## config.mk

```make
export PLATFORM = sky130hd
export DESIGN_NAME = alu_opnd_stage
export DESIGN_NICKNAME = d
export VERILOG_FILES = /design/src/rtl/alu_opnd_stage_pkg.sv /design/src/rtl/alu_opnd_stage_fwd_lookup.sv /design/src/rtl/alu_opnd_stage.sv
export VERILOG_INCLUDE_DIRS = /design/src /design/src/rtl
export SDC_FILE = /design/constraint.sdc
export NUM_CORES = 1
export LEC_CHECK = 0
export BUFFER_PORTS_ARGS = -buffer_cell sky130_fd_sc_hd__clkbuf_2
export CORE_AREA = 2 2 143 145
export DETAILED_ROUTE_END_ITERATION = 10
export DIE_AREA = 0 0 145 147
export GPL_TIMING_DRIVEN = 0
export PLACE_DENSITY = 0.7
export SLEW_MARGIN = 15
export SYNTH_ARGS = -nofsm -noshare
export SYNTH_HDL_FRONTEND = slang
export SYNTH_SLANG_ARGS = --single-unit
```

## constraint.sdc

```tcl
create_clock -name clk -period 8.8 [get_ports clk]
set_input_delay 1.76 -clock clk [delete_from_list [all_inputs] [get_ports clk]]
set_output_delay 1.76 -clock clk [all_outputs]
set_load 0.03 [all_outputs]
```

## src/rtl/rooth_defines.sv

```systemverilog
// Shared core-wide widths and ALU operand select codes.
`ifndef ROOTH_DEFINES_SV
`define ROOTH_DEFINES_SV

`define CPU_WIDTH         32
`define ALU_SRC_WIDTH     3

`define ALU_SRC_REG       3'd0
`define ALU_SRC_IMM       3'd1
`define ALU_SRC_FOUR_PC   3'd2
`define ALU_SRC_IMM_PC    3'd3
`define ALU_SRC_CSR_REG   3'd4
`define ALU_SRC_CSRIN_REG 3'd5
`define ALU_SRC_CSR_IMM   3'd6

`endif

```

## src/rtl/alu_opnd_stage_pkg.sv

```systemverilog
// Types and helpers shared by the operand stage and its forwarding lookup.
`include "rooth_defines.sv"

package alu_opnd_stage_pkg;

    localparam int REG_ADDR_W = 5;

    typedef struct packed {
        logic rs1;
        logic rs2;
    } opnd_use_t;

    // Which register sources an operand select code actually reads.
    function automatic opnd_use_t decode_use(input logic [`ALU_SRC_WIDTH-1:0] sel);
        opnd_use_t use_v;
        use_v.rs1 = 1'b0;
        use_v.rs2 = 1'b0;
        case (sel)
            `ALU_SRC_REG: begin
                use_v.rs1 = 1'b1;
                use_v.rs2 = 1'b1;
            end
            `ALU_SRC_IMM,
            `ALU_SRC_CSR_REG,
            `ALU_SRC_CSRIN_REG: use_v.rs1 = 1'b1;
            default: ;
        endcase
        return use_v;
    endfunction

endpackage

```

## src/rtl/alu_opnd_stage_fwd_lookup.sv

```systemverilog
// Priority forwarding lookup: the lowest-index matching channel wins, x0 never forwards.
import alu_opnd_stage_pkg::*;

module fwd_lookup #(
    parameter int N_FWD = 3,
    parameter int XLEN  = 32
) (
    input  logic [REG_ADDR_W-1:0]       addr_i,
    input  logic [XLEN-1:0]             reg_data_i,
    input  logic [N_FWD-1:0]            fwd_valid_i,
    input  logic [REG_ADDR_W*N_FWD-1:0] fwd_addr_i,
    input  logic [XLEN*N_FWD-1:0]       fwd_data_i,
    input  logic [N_FWD-1:0]            fwd_pend_i,
    output logic [XLEN-1:0]             data_o,
    output logic                        hit_o,
    output logic                        pend_o
);

    // Scan from the oldest channel down so younger matches overwrite older ones.
    always_comb begin
        data_o = reg_data_i;
        hit_o  = 1'b0;
        pend_o = 1'b0;
        for (int i = N_FWD - 1; i >= 0; i--) begin
            if ((addr_i != '0) && fwd_valid_i[i] &&
                (fwd_addr_i[REG_ADDR_W*i +: REG_ADDR_W] == addr_i)) begin
                data_o = fwd_data_i[XLEN*i +: XLEN];
                hit_o  = 1'b1;
                pend_o = fwd_pend_i[i];
            end
        end
    end

endmodule

```

## src/rtl/alu_opnd_stage.sv

```systemverilog
// ALU operand stage: forwards, selects and registers the operand pair behind a valid/ready handshake.
`include "rooth_defines.sv"

module alu_opnd_stage
    import alu_opnd_stage_pkg::*;
#(
    parameter int XLEN  = `CPU_WIDTH,
    parameter int N_FWD = 3,
    parameter int CNT_W = 4
) (
    input  logic                        clk,
    input  logic                        rst,
    input  logic                        flush_i,
    input  logic                        in_valid_i,
    output logic                        in_ready_o,
    input  logic [`ALU_SRC_WIDTH-1:0]   alu_src_sel_i,
    input  logic [REG_ADDR_W-1:0]       rs1_addr_i,
    input  logic [REG_ADDR_W-1:0]       rs2_addr_i,
    input  logic [XLEN-1:0]             reg1_rd_data_i,
    input  logic [XLEN-1:0]             reg2_rd_data_i,
    input  logic [XLEN-1:0]             csr_rd_data_i,
    input  logic [XLEN-1:0]             imm_i,
    input  logic [XLEN-1:0]             curr_pc_i,
    input  logic [N_FWD-1:0]            fwd_valid_i,
    input  logic [REG_ADDR_W*N_FWD-1:0] fwd_addr_i,
    input  logic [XLEN*N_FWD-1:0]       fwd_data_i,
    input  logic [N_FWD-1:0]            fwd_pend_i,
    output logic                        out_valid_o,
    input  logic                        out_ready_i,
    output logic [XLEN-1:0]             alu_src1_o,
    output logic [XLEN-1:0]             alu_src2_o,
    output logic                        hazard_stall_o,
    output logic [CNT_W-1:0]            stall_cnt_o
);

    logic [XLEN-1:0]  r1, r2;
    logic             r1_hit, r2_hit;
    logic             r1_pend, r2_pend;
    opnd_use_t        opnd_use;
    logic             hazard;
    logic             accept;

    logic [XLEN-1:0]  opnd1, opnd2;

    logic             out_valid_d,  out_valid_q;
    logic [XLEN-1:0]  alu_src1_d,   alu_src1_q;
    logic [XLEN-1:0]  alu_src2_d,   alu_src2_q;
    logic [CNT_W-1:0] stall_cnt_d,  stall_cnt_q;

    fwd_lookup #(
        .N_FWD (N_FWD),
        .XLEN  (XLEN)
    ) u_fwd_rs1 (
        .addr_i      (rs1_addr_i),
        .reg_data_i  (reg1_rd_data_i),
        .fwd_valid_i (fwd_valid_i),
        .fwd_addr_i  (fwd_addr_i),
        .fwd_data_i  (fwd_data_i),
        .fwd_pend_i  (fwd_pend_i),
        .data_o      (r1),
        .hit_o       (r1_hit),
        .pend_o      (r1_pend)
    );

    fwd_lookup #(
        .N_FWD (N_FWD),
        .XLEN  (XLEN)
    ) u_fwd_rs2 (
        .addr_i      (rs2_addr_i),
        .reg_data_i  (reg2_rd_data_i),
        .fwd_valid_i (fwd_valid_i),
        .fwd_addr_i  (fwd_addr_i),
        .fwd_data_i  (fwd_data_i),
        .fwd_pend_i  (fwd_pend_i),
        .data_o      (r2),
        .hit_o       (r2_hit),
        .pend_o      (r2_pend)
    );

    // Only a source the selected operation reads can stall it; pend is already
    // restricted to the winning channel, so older pending producers are ignored.
    always_comb begin
        opnd_use = decode_use(alu_src_sel_i);
        hazard   = in_valid_i &&
                   ((opnd_use.rs1 && r1_hit && r1_pend) ||
                    (opnd_use.rs2 && r2_hit && r2_pend));
        in_ready_o = (!out_valid_q || out_ready_i) && !hazard && !flush_i;
        accept     = in_valid_i && in_ready_o;
    end

    always_comb begin
        opnd1 = r1;
        opnd2 = r2;
        case (alu_src_sel_i)
            `ALU_SRC_REG: begin
                opnd1 = r1;
                opnd2 = r2;
            end
            `ALU_SRC_IMM: begin
                opnd1 = r1;
                opnd2 = imm_i;
            end
            `ALU_SRC_FOUR_PC: begin
                opnd1 = XLEN'(4);
                opnd2 = curr_pc_i;
            end
            `ALU_SRC_IMM_PC: begin
                opnd1 = curr_pc_i;
                opnd2 = imm_i;
            end
            `ALU_SRC_CSR_REG: begin
                opnd1 = r1;
                opnd2 = csr_rd_data_i;
            end
            `ALU_SRC_CSRIN_REG: begin
                opnd1 = ~r1;
                opnd2 = csr_rd_data_i;
            end
            `ALU_SRC_CSR_IMM: begin
                opnd1 = csr_rd_data_i;
                opnd2 = imm_i;
            end
            default: begin
                opnd1 = r1;
                opnd2 = r2;
            end
        endcase
    end

    // Flush only drops the valid bit; operand registers keep their last contents.
    always_comb begin
        out_valid_d = out_valid_q;
        alu_src1_d  = alu_src1_q;
        alu_src2_d  = alu_src2_q;
        if (flush_i) begin
            out_valid_d = 1'b0;
        end else if (accept) begin
            out_valid_d = 1'b1;
            alu_src1_d  = opnd1;
            alu_src2_d  = opnd2;
        end else if (out_ready_i) begin
            out_valid_d = 1'b0;
        end
    end

    always_comb begin
        stall_cnt_d = '0;
        if (hazard && !flush_i) begin
            if (stall_cnt_q == {CNT_W{1'b1}}) begin
                stall_cnt_d = stall_cnt_q;
            end else begin
                stall_cnt_d = stall_cnt_q + 1'b1;
            end
        end
    end

    always_ff @(posedge clk or posedge rst) begin
        if (rst) begin
            out_valid_q <= 1'b0;
            alu_src1_q  <= '0;
            alu_src2_q  <= '0;
            stall_cnt_q <= '0;
        end else begin
            out_valid_q <= out_valid_d;
            alu_src1_q  <= alu_src1_d;
            alu_src2_q  <= alu_src2_d;
            stall_cnt_q <= stall_cnt_d;
        end
    end

    assign out_valid_o    = out_valid_q;
    assign alu_src1_o     = alu_src1_q;
    assign alu_src2_o     = alu_src2_q;
    assign hazard_stall_o = hazard;
    assign stall_cnt_o    = stall_cnt_q;

endmodule

```

==> flow_summary.ini <==
[status]
status = completed

[die]
start_util_pct = 39.3
dieHeight_um = 147
coreArea_sq_mm = 0.0198
die_w_um = 145
io_pins = 366
rows = 52
die_area_sq_mm = 0.0213

[critical_path]
cpLargestDelayFamily = simple AND/OR/NAND/NOR gates
setup.worst_path.class = in2out
cpMaxStageDelayCell = or4_4
r2r_start = out_valid_o
rr_worst_depth = 6
critPathLaunch = rs1_addr_i[0]
r2r_slack_ns = 6.51
arrival_ns = 4.42
critical_path.startpoint_type = primary input
cp.buffers_inverters = 2
crit_end = in_ready_o
crit_required_ns = 7.04
crit_cells = 9
worst-path-max-fanout = 8
path_cells = clkbuf_2 > or4_4 > a21bo_1 > and3_4 > o311ai_1 > o2bb2ai_2 > nand2_1 > and2_1 > clkbuf_2
end_kind = primary output
crit_path_max_incr_delay_ns = 0.58
crit_top_cell = clkbuf_2
r2r_end = alu_src1_o[4]

[power_and_ir_drop]
pwr-share-clk_pct = 24.7
p_sw_share_pct = 42.6
p_comb_share_pct = 45.5
p_total_w = 0.00140
p_int_w = 0.000802
power.density_mw_per_mm2 = 136
leakagePower_nw = 4.44
p_seq_share_pct = 29.8
p_sw_w = 0.000596
ir_drop_uv = 78.1

[yosys]
synth_top_area_share_pct = 22.2
ys_async_sr_fraction_pct = 100
synth_seq_cells = 69
synth_cell_types = 61
syn_nets = 1284
synth_top_cells_by_area = dfrtp_1 22%, mux2i_1 8.2%, nand3_1 6.3%
synth_edf_count = 0
syn_area_per_cell_sq_um = 7.88
synthCells = 988
yosysSeqAreaShare_pct = 22.2
yosys_warnings = 0
synthesis.area_sq_mm = 0.00779
synth_flop_cell = dfrtp_1
synth_top_area_cell = dfrtp_1

[placement]
port-buffer-count = 363
routabilityCongestion = 0.979
post-place-ws_ns = 2.71
dp_cells = 1622
place.detailed.hpwl_mm = 33.9

[finish]
final_layout_size_suffix_gt1_share_pct = 36.9
final_cell_mix = 363 x clkbuf_2, 98 x nand3_1, 86 x clkbuf_1
final_cells = 1639
nFillCells = 2066
area_growth_pct = 31.6
final_common_cell = clkbuf_2
fin_nets = 1659

[clock_tree]
cts_num_sinks = 69
clockBufferDepth = 2
ctsResizeCount = 0
insertion_delay_ns = 0.36
clkTransAtPathRegs_ns = 0.06
post_cts_buffers = 0
cts_max_level = 3
cts_tree = built
holdBufCountCts = 0
cts_buffers = 9
cts-root-buf = clkbuf_16

[global_routing]
antenna_found_initial = 2
overflow = 0
grt_max_degree = 44
grt_pass1_vias = 10500
grt_usage_pct = 38.6
grt_pass1_wl_mm = 62.9

[detailed_routing]
via_per_inst = 6.66
first_pass_iters = 8
vias = 10900
ant_nets = 0
drc = 0
drtIter0Drc = 1488
wl_mm = 42.7
post_drt_wl_per_cell_um = 26.1

[timing]
relSlewSlack_pct = 28.1
fin_setup_tns_ns = 0
finalCritPeriodShare_pct = 70.2
fmax_mhz = 162
worst_pin_slew_ns = 1.08
timing.final.max_slew_violations = 0
rsz0062_at_grt = no
fin_ws_ns = 2.62
finClkSkew_ns = 0.00947
setup_viol = 0
hold_viol_final = 0
fin_crit_ns = 6.18

[run]
drv_cap = 0

[hold_path]
min_path_type = reg2reg
logic make-up after synthesis:
kind of cell / count (synthesis) / share of synthesized area (%)
flops: 69 / 22.2
simple gates: 280 / 17.8
fa+ha+maj: 1 / 0.161
xor+xnor: 30 / 3.37
compound gates: 420 / 41.2
mux: 69 / 8.95
buf+inv: 119 / 6.34
worst min path at each step:
stage	start	endpoint	slack [ns]	cells after the start
6_report	alu_src2_o[14]	alu_src2_o[14]	0.51	1
5_1_grt	alu_src2_o[31]	alu_src2_o[31]	0.53	1
4_1_cts	alu_src2_o[14]	alu_src2_o[14]	0.51	1
3_5_place_dp	alu_src2_o[14]	alu_src2_o[14]	0.50	1
3_3_place_gp	alu_src2_o[14]	alu_src2_o[14]	0.49	1
2_1_floorplan	alu_src2_o[0]	alu_src2_o[0]	0.69	2
synth_stat cells (30+ instances only):
cell and instances:
nand3_1 98, clkbuf_1 85, dfrtp_1 69, nor3_1 68
mux2i_1 64, o21a_1 58, a211oi_1 57, a31o_2 49
a21oi_1 45, nand2_1 38, nor2_1 38, a22oi_1 31
o221a_2 31, o21ai_0 30
final cells by class:
cell class	instances	area, sq um	share of cell area [%]
sequential	69	1730	16.8
multi-input combinational	800	5580	54.4
buffer	115	479	4.67
clock buffer	10	229	2.23
clock inverter	6	40.0	0.391
inverter	4	17.5	0.171
timing repair buffer	364	1840	18.0
antenna	1	2.50	0.0244
tap	270	338	3.30
sequential cells by signal, indices dropped and copies added (netlist names):
register / count
alu_src2_o: 32
out_valid_o: 1
alu_src1_o: 32
stall_cnt_o: 4
per-stage QoR:
step / hold slack, ns / instance area (sq um) / utilization, %
2_1_floorplan: 0.691 / 7790 / -
3_3_place_gp: 0.492 / 9940 / 50.1
3_5_place_dp: 0.498 / 9980 / 50.3
4_1_cts: 0.512 / 10200 / 51.7
5_1_grt: 0.528 / 10200 / 51.7
6_report: 0.510 / 10300 / 51.7
worst register-to-register path: stages, from the launching register on:
cell and delay [ns]:
dfrtp_1 0.38, nand2b_1 0.09, nor2b_1 0.19, nand2_1 0.33
nor2_2 0.63, buf_2 0.41, a31o_2 0.21
per-layer routing:
metal	part of all wire (%)	wire length [um]	global-route usage, %	up-vias
met5	0.040	17	0	-
met4	7.9	3400	24.2	2
met3	11	4550	8.60	211
met2	45	19400	63.5	900
met1	36	15400	45.9	5109
li1	-	-	-	4690
power groups by stage:
stage / clock [W] / combinational [W] / sequential, W
after global routing: 0.000363 / 0.000671 / 0.000422
after floorplan: 0 / 0.000255 / 0.000530
final: 0.000345 / 0.000636 / 0.000417
after detailed placement: 0 / 0.000625 / 0.000422
after CTS: 0.000348 / 0.000627 / 0.000416
after global placement: 0 / 0.000618 / 0.000421
Power figures use the tool's default switching activity.
